**config.mk**
```make
export PLATFORM = sky130hd
export DESIGN_NAME = wb_trace_buffer
export DESIGN_NICKNAME = d
export VERILOG_FILES = /design/src/rtl/wb_trace_buffer_pkg.sv /design/src/rtl/wb_trace_buffer_trace_fifo.sv /design/src/rtl/wb_trace_buffer.sv
export SDC_FILE = /design/constraint.sdc
export NUM_CORES = 2
export LEC_CHECK = 0
export CAP_MARGIN = 10
export CORE_ASPECT_RATIO = 1.75
export CORE_MARGIN = 5
export CORE_UTILIZATION = 56
export DETAILED_ROUTE_END_ITERATION = 7
export MAX_ROUTING_LAYER = met4
export PLACE_DENSITY = 0.78
export SLEW_MARGIN = 25
export SYNTH_ARGS = -nofsm -noshare
export SYNTH_HDL_FRONTEND = slang
export SYNTH_SLANG_ARGS = --single-unit
```
**constraint.sdc**
```tcl
create_clock -name clk -period 50.6 [get_ports clk]
set_input_delay 10.12 -clock clk [delete_from_list [all_inputs] [get_ports clk]]
set_output_delay 10.12 -clock clk [all_outputs]
set_load 0.02 [all_outputs]
```
**src/rtl/wb_trace_buffer_pkg.sv**
```systemverilog
// Shared types and constants for the writeback retirement trace buffer.
package wb_trace_buffer_pkg;

  localparam int unsigned TRACE_SEQ_W = 16;
  localparam logic [7:0]  TRACE_DROP_MAX = 8'd255;

  typedef struct packed {
    logic [TRACE_SEQ_W-1:0] seq;
    logic [4:0]             addr;
    logic [31:0]            data;
  } wb_trace_s;

endpackage

```
**src/rtl/wb_trace_buffer_trace_fifo.sv**
```systemverilog
// Fall-through FIFO over a generic element type; owns pointers, occupancy and
// the clear > push/pop priority.
module trace_fifo #(
  parameter int unsigned DEPTH = 8,
  parameter type         T     = logic [31:0]
) (
  input  logic                   clk,
  input  logic                   reset,
  input  logic                   clear,
  input  logic                   push,
  input  T                       push_data,
  input  logic                   pop,
  output T                       head,
  output logic [$clog2(DEPTH):0] count,
  output logic                   full,
  output logic                   empty
);

  localparam int unsigned AW = $clog2(DEPTH);
  localparam int unsigned CW = AW + 1;

  T                mem [DEPTH];
  logic [AW-1:0]   rptr;
  logic [AW-1:0]   wptr;
  logic            do_push;
  logic            do_pop;

  assign empty   = (count == '0);
  assign full    = (count == CW'(DEPTH));
  assign do_pop  = pop && !empty;
  // A full FIFO still accepts a push when the head leaves in the same cycle.
  assign do_push = push && (!full || do_pop);
  assign head    = mem[rptr];

  always_ff @(posedge clk or posedge reset) begin
    if (reset) begin
      rptr  <= '0;
      wptr  <= '0;
      count <= '0;
      for (int unsigned i = 0; i < DEPTH; i++) mem[i] <= '0;
    end else if (clear) begin
      rptr  <= '0;
      wptr  <= '0;
      count <= '0;
    end else begin
      if (do_push) begin
        mem[wptr] <= push_data;
        wptr      <= wptr + AW'(1);
      end
      if (do_pop) rptr <= rptr + AW'(1);
      count <= count + CW'(do_push) - CW'(do_pop);
    end
  end

endmodule

```
**src/rtl/wb_trace_buffer.sv**
```systemverilog
// Writeback retirement trace: sequence-numbered record FIFO plus a shadow copy
// of the architectural register file.
module wb_trace_buffer
  import wb_trace_buffer_pkg::*;
#(
  parameter int unsigned DEPTH     = 8,
  parameter int unsigned SEQ_W     = 16,
  parameter bit          FILTER_X0 = 1'b1
) (
  input  logic                   clk,
  input  logic                   reset,
  input  logic                   clear,
  input  logic                   wb_e,
  input  logic [4:0]             wb_a,
  input  logic [31:0]            wb_d,
  output logic                   tr_valid,
  input  logic                   tr_ready,
  output logic [SEQ_W-1:0]       tr_seq,
  output logic [4:0]             tr_addr,
  output logic [31:0]            tr_data,
  output logic [$clog2(DEPTH):0] count,
  output logic                   overflow,
  output logic [7:0]             drop_cnt,
  input  logic [4:0]             sh_addr,
  output logic [31:0]            sh_data
);

  typedef struct packed {
    logic [SEQ_W-1:0] seq;
    logic [4:0]       addr;
    logic [31:0]      data;
  } rec_t;

  logic [SEQ_W-1:0] seq;
  logic [31:0]      shadow [32];
  logic             retire;
  logic             shadow_we;
  logic             pop;
  logic             full;
  logic             empty;
  logic             drop;
  rec_t             push_rec;
  rec_t             head;

  assign retire    = wb_e && !(FILTER_X0 && (wb_a == '0));
  assign shadow_we = retire && (wb_a != '0);
  assign pop       = tr_valid && tr_ready;
  assign drop      = retire && !clear && full && !pop;
  assign push_rec  = '{seq: seq, addr: wb_a, data: wb_d};

  trace_fifo #(
    .DEPTH (DEPTH),
    .T     (rec_t)
  ) u_fifo (
    .clk       (clk),
    .reset     (reset),
    .clear     (clear),
    .push      (retire),
    .push_data (push_rec),
    .pop       (pop),
    .head      (head),
    .count     (count),
    .full      (full),
    .empty     (empty)
  );

  assign tr_valid = !empty;
  assign tr_seq   = head.seq;
  assign tr_addr  = head.addr;
  assign tr_data  = head.data;

  // Sequence advances on every retire, including dropped and cleared ones.
  always_ff @(posedge clk or posedge reset) begin
    if (reset) begin
      seq      <= '0;
      overflow <= 1'b0;
      drop_cnt <= '0;
    end else begin
      if (retire) seq <= seq + SEQ_W'(1);
      if (clear) begin
        overflow <= 1'b0;
        drop_cnt <= '0;
      end else if (drop) begin
        overflow <= 1'b1;
        if (drop_cnt != TRACE_DROP_MAX) drop_cnt <= drop_cnt + 8'd1;
      end
    end
  end

  always_ff @(posedge clk or posedge reset) begin
    if (reset) begin
      sh_data <= '0;
      for (int unsigned i = 0; i < 32; i++) shadow[i] <= '0;
    end else begin
      if (shadow_we) shadow[wb_a] <= wb_d;
      if (sh_addr == '0)                     sh_data <= '0;
      else if (shadow_we && wb_a == sh_addr) sh_data <= wb_d;
      else                                   sh_data <= shadow[sh_addr];
    end
  end

endmodule

```
Yosys cells after proc, flatten, opt, wreduce, memory -nomap -nowiden

Cells that the tools add are included.

Add/sub/neg operators: 6
Order comparisons: 6
Eq/ne operators: 3
Muxes and demuxes: 24
Bitwise operators: 5
Reductions and logical operators: 27

Operator list:

| operator              | number |
|---|---|
| $bwmux 1024           | 1 |
| $bwmux 424            | 1 |
| $bmux 32 s5           | 1 |
| $demux 32 s5          | 1 |
| $mux 32               | 5 |
| $bmux 53 s3           | 1 |
| $demux 53 s3          | 1 |
| $mux 53               | 3 |
| $mux 8                | 3 |
| $add 16x1->16 const B | 1 |
| $ge 6x6->1 const B    | 2 |
| $mux 3                | 4 |
| $not 5->6             | 2 |
| $logic_and 1x1->1     | 11 |
| $logic_not 5->1       | 2 |
| $add 8x1->8 const B   | 1 |
| $ge 4x4->1 const B    | 2 |
| $ne 8x8->1 const B    | 1 |
| $not 3->4             | 2 |
| $reduce_bool 2->1     | 4 |
| $add 3x1->3 const B   | 2 |
| $lt 6x1->1 const B    | 1 |
| $eq 5x5->1            | 1 |
| $logic_not 1->1       | 5 |
| other kinds (11)      | 13 |

Bits in registers: 1,515
Input bits: 47
Output and inout port bits: 99
Word-level logic and storage cells: 134

Longest topological paths before layout

Depth in word-level cells: 9
Gate-level depth with buffers: 10
Gate-level depth less buffers: 10

By module

Synthesis repeated with hierarchy kept, for this count alone.

Cell total of the unflattened synthesis: 4,386
Area, all modules: 68,998.7 sq um

By module, submodules not included:

| module          | instances | cells each | area an instance (sq um) | sequential area each (sq um) |
|---|---|---|---|---|
| wb_trace_buffer | 1         | 3,222      | 48,879.4                 | 27,050.9 |
| trace_fifo      | 1         | 1,164      | 20,119.3                 | 10,860.4 |

Least setup slack after synthesis

No wires, ideal clock.

Path kind: input-to-reg
Start point: input sh_addr[0]
End point: register sh_data[10]
Setup time: 0.126 ns
Arrival: 12.009 ns
Required time: 50.474 ns
Path slack: 38.465 ns
Stages on the path: 8
Buffers on the path: 4
Path through: clkbuf_1 -> buf_4 -> buf_4 -> buf_2 -> mux4_2 -> a22oi_1 -> nand2_1 -> a221o_1

Cells in the longest elaborated chain, start to end: 6
Elaborated cells between the ends (all ways): 9
Those cells by class: 1 x eq/ne; 5 x mux; 1 x bitwise; 2 x reduce/logical

Ends and longest elaborated chain:

| what                                        | RTL line              | source |
|---|---|---|
| start, declared                             | wb_trace_buffer.sv:24 | `input logic [4:0] sh_addr,` |
| $not 5->6 (implied by the code)             | wb_trace_buffer.sv:98 | `else sh_data <= shadow[sh_addr];` |
| $bmux 32 s5                                 | wb_trace_buffer.sv:98 |  |
| $mux 32 (implied by the code) (2 in series) | wb_trace_buffer.sv:98 |  |
| $mux 32                                     | wb_trace_buffer.sv:97 | `else if (shadow_we && wb_a == sh_addr) sh_data <= wb_d;` |
| $mux 32 *                                   | wb_trace_buffer.sv:96 | `if (sh_addr == '0) sh_data <= '0;` |
| end signal, assigned                        | wb_trace_buffer.sv:97 |  |
| end signal, assigned                        | wb_trace_buffer.sv:98 |  |
| end, declared                               | wb_trace_buffer.sv:25 | `output logic [31:0] sh_data` |

Every way passes the cells marked *; elsewhere a longest branch is shown, timed or not. The select of a mux whose other input is x is not followed.
A chain may end at the register's enable or synchronous reset.

Worst setup path in the final report

Start point: register u_fifo.rptr[0]
End point: output tr_data[0]

Cells in the longest elaborated chain, start to end: 4

Ends and longest elaborated chain:

| what                                        | RTL line                         | source |
|---|---|---|
| start, declared                             | wb_trace_buffer_trace_fifo.sv:23 | `logic [AW-1:0] rptr;` |
| start signal, assigned                      | wb_trace_buffer_trace_fifo.sv:50 | `if (do_pop) rptr <= rptr + AW'(1);` |
| $not 3->4 (implied by the code)             | wb_trace_buffer_trace_fifo.sv:33 | `assign head = mem[rptr];` |
| $bmux 53 s3                                 | wb_trace_buffer_trace_fifo.sv:33 |  |
| $mux 53 (implied by the code) (2 in series) | wb_trace_buffer_trace_fifo.sv:33 |  |
| end, declared                               | wb_trace_buffer.sv:20            | `output logic [31:0] tr_data,` |

No other way between the ends. The select of a mux whose other input is x is not followed.

==> results.env <==
RUN_STATUS='finished, final reports clean'
CTSLONGESTPATHBUFFERS=3
SYNTHESIS.NETS=4399
CORE_AREA_MM2=0.121
TOTALPOWERFINAL_mW=3.33
REPORT.FINAL.SETUP_VIOL=0
CTS_POST_SETUP_BUFFERS_INSERTED=0
GP_CONGESTION=0.783
CTS_HTREE_LEVELS=4
YS_TYPES=51
REG2REG_TO='u_fifo.mem[122]$_DFFE_PP0P_'
MAXCAPVIOLATIONS=0
ENDPOINT_KIND='output pin'
DIE_AREA_MM2=0.129
MAX_FREQ_GHz=0.0699
DRT_ITER0_DRC=2852
SLEW_HEADROOM_PCT=30.0
CTS_TREE='done'
MIN_DELAY_PATH_DEPTH=0
HPWL_UM=93800
CELL_WITH_THE_BIGGEST_INDIVIDUAL_DELAY_ON_THE_CRITICAL_PATH='sky130_fd_sc_hd__dfrtp_4'
YOSYS_REGISTER_BITS=1515
FINAL_MAX_SLEW_VIOL_COUNT=0
SETUP_TOTAL_NEGATIVE_SLACK_PS=0
SYN_AREA_PER_CELL_UM2=15.7
ROW_COUNT=169
FIRST_PASS_ITERS=5
DIE_Y_UM=471
HP-START='shadow[1001]$_DFFE_PP0P_'
WORST-PATH-MAX-FANOUT=45
FINALHOLDVIOLCOUNT=0
DRIVE_GT1_SHARE_PCT=50.2
DRT_DRC_VIOLATIONS_LEFT=0
WORST-SETUP-PATH-TYPE='register to output pin'
CLKTRANSATPATHREGS_PS=70
TIMING.FINAL.CRIT_SHARE_PCT=28.3
MIN_DELAY_WORST_ENDPOINT='shadow[1001]$_DFFE_PP0P_'
SYN-INSTANCE-COUNT=4342
TIMING.FINAL.CRIT_PERIOD_PS=14310
CRIT_ARRIVAL_PS=4190
NUMPORTBUFFERS=145
CTS.REPAIR.RESIZED=0
CLK_ROOT_BUFFER_CELL='sky130_fd_sc_hd__clkbuf_16'
IO-PIN-COUNT=146
PATH_CELLS='buf_4 > mux4_2 > mux2_2 > clkdlybuf4s50_1'
AREAGROWTHSYNTHTOFINISH_PCT=10.6
ANTENNA_FOUND_INITIAL=6
CP.REQUIRED_PS=40480
GRT_START_MAX_NET_PINS=175
SLOWEST_DELAY_PS=1060
CLOCK_SKEW_PS=24.1
TRITONCTS.NUM_BUFFERS=134
R2R_SETUP_SLACK_PS=46650
PWR_DENSITY_CELL_mW_PER_MM2=44.2
ROUTE.VIAS.TOTAL=38200
FIRST_GLOBAL_VIAS=41500
CLK-INSERTION-DELAY-LATE_PS=770
TOTALWIRELENGTH_UM=169000
RSZ0062_AT_GRT='no'
R2R_START='u_fifo.count[2]$_DFF_PP0_'
FINISH.NET_COUNT=4320
WIRE_PER_INST_UM=28.2
NUMBER_OF_BUFFERS_INSERTED_BY_HOLD_REPAIR_AT_CTS=0
GLOBALROUTE.TOTALOVERFLOW=0
ANTENNA_VIOLATING_NETS_POST_ROUTE=0
NETLIST_AREA_PRE_PLACE_MM2=0.0681
GROUTE.USAGE.OVERALL_PCT=27.3
TOTAL_LEAKAGE_POWER_nW=34.0
WIRE_LENGTH_OF_THE_FIRST_GLOBAL_ROUTING_PASS_UM=260000
YOSYSWARNINGS=0
SETUP.WORST_PATH.START='u_fifo.rptr[0]$_DFFE_PP0P_'
WORST_R2R_PATH_DEPTH=9
WORST_SETUP_PATH_START_KIND='register'
HP-CLASS='register to register'
VIAS_PER_CELL=6.37
FINAL.HOLD.WORST_SLACK_PS=376
NUM-FILL-CELLS=8819
CTS_NUM_SINKS=1515
MAX-VDD-IR-DROP_mV=0.0393
INITIAL_UTILIZATION_PCT=56.3
DIEWIDTH_UM=274
SLEW_WORST_PIN_PS=1050
YOSYSSEQAREASHARE_PCT=55.7
[metal layers]
layer	share of wire [%]	global-route usage [%]	routed length [um]
met1	40	34.9	66900
met2	52	45.9	87100
met3	5.6	4.29	9540
met4	3.1	7.81	5260
met5	0	-	0
[through the flow]
stage	cell area (um2)	instances	utilization, %	setup slack (ps)
after floorplan	68100	4342	-	19500
after global placement	70600	5748	58.4	34880
after detailed placement	70600	5749	58.4	34750
after CTS	75200	5988	62.2	35550
after global routing	75300	5994	62.2	35790
final	75300	5994	62.2	36290
[area by class of cell]
| class | instances | area [um2] | share of cell area [%] |
|---|---|---|---|
| flip-flops and latches | 1515 | 37900 | 50.4 |
| multi-input cells | 2353 | 28400 | 37.7 |
| well taps | 1624 | 2030 | 2.70 |
| diodes | 4 | 10.0 | 0.0133 |
| inverters | 12 | 50.0 | 0.0665 |
| repair buffers | 247 | 2320 | 3.08 |
| clock buffers | 191 | 4010 | 5.32 |
| clock inverters | 48 | 539 | 0.716 |
[sequential cells by signal, summed over array words and instances (netlist names)]
name and cells:
u_fifo.mem 424, shadow 1024, seq 16, overflow 1
u_fifo.count 4, sh_data 32, u_fifo.wptr 3, drop_cnt 8
u_fifo.rptr 3
[Yosys cell counts (all sizes together)]
master / instances / area share [%]
dfrtp: 1515 / 56
mux2: 1472 / 25
mux4: 339 / 11
clkbuf: 277 / 1.5
buf: 185 / 1.3
nand2: 98 / 0.54
mux2i: 71 / 1.0
a22oi: 51 / 0.56
nor2: 42 / 0.24
a221o: 39 / 0.57
a211oi: 36 / 0.40
xnor2: 23 / 0.30
a21oi: 19 / 0.14
and3: 17 / 0.16
nor3: 17 / 0.13
a221oi: 16 / 0.21
nor2b: 15 / 0.14
o21ai: 15 / 0.12
nand3: 14 / 0.10
inv: 10 / 0.055
xor2: 10 / 0.13
ha: 9 / 0.17
nand4: 8 / 0.074
nor3b: 7 / 0.077
or3: 7 / 0.064
nor4: 5 / 0.068
nand3b: 3 / 0.051
or2: 3 / 0.028
a31oi: 2 / 0.018
and2: 2 / 0.018
and3b: 2 / 0.026
and4: 2 / 0.026
clkinv: 2 / 0.013
nand2b: 2 / 0.018
o22ai: 2 / 0.018
a21o: 1 / 0.011
fa: 1 / 0.029
nor4b: 1 / 0.013
o2111ai: 1 / 0.013
o31ai: 1 / 0.011
[cell usage in the layout (no fill, tap or decap), drive strengths merged, types with 19 or more instances in the layout]
cell type      count
nand2             98
mux2            1472
dfrtp           1515
xnor2             23
clkdlybuf4s50    132
clkbuf           191
buf              115
mux2i             71
a211oi            36
mux4             339
nor2              42
a221o             39
clkinv            30
a21oi             19
a22oi             51
[worst max-delay path by stage]
stage                                         end
after floorplan           drop_cnt[0]$_DFFE_PP0P_
after global placement    shadow[208]$_DFFE_PP0P_
after detailed placement  shadow[208]$_DFFE_PP0P_
after CTS                 shadow[148]$_DFFE_PP0P_
after global routing      shadow[240]$_DFFE_PP0P_
final                                  tr_data[0]
[power by group]
group	switching, mW	leakage, nW	internal, mW	total (mW)
sequential	0.135	19.7	1.44	1.58
clock	0.460	2.25	0.600	1.06
combinational	0.284	12.1	0.407	0.691
[worst max-delay path, delay by kind of cell (launching register included)]
kind	cells	cell delay, ps
buffers and inverters	2	1360
flip-flops	1	1060
multiplexers	2	900
[cell families after synthesis]
family	after synthesis	share of synthesized area, %
multiplexers	1882	36.9
flip-flops	1515	55.7
AO/OA/AOI/OAI	183	2.07
buffers and inverters	474	2.94
XOR/XNOR	33	0.425
AND/OR/NAND/NOR	245	1.77
adder cells (fa/ha/maj)	10	0.195
Note: power is estimated with default switching activity, not from simulation.
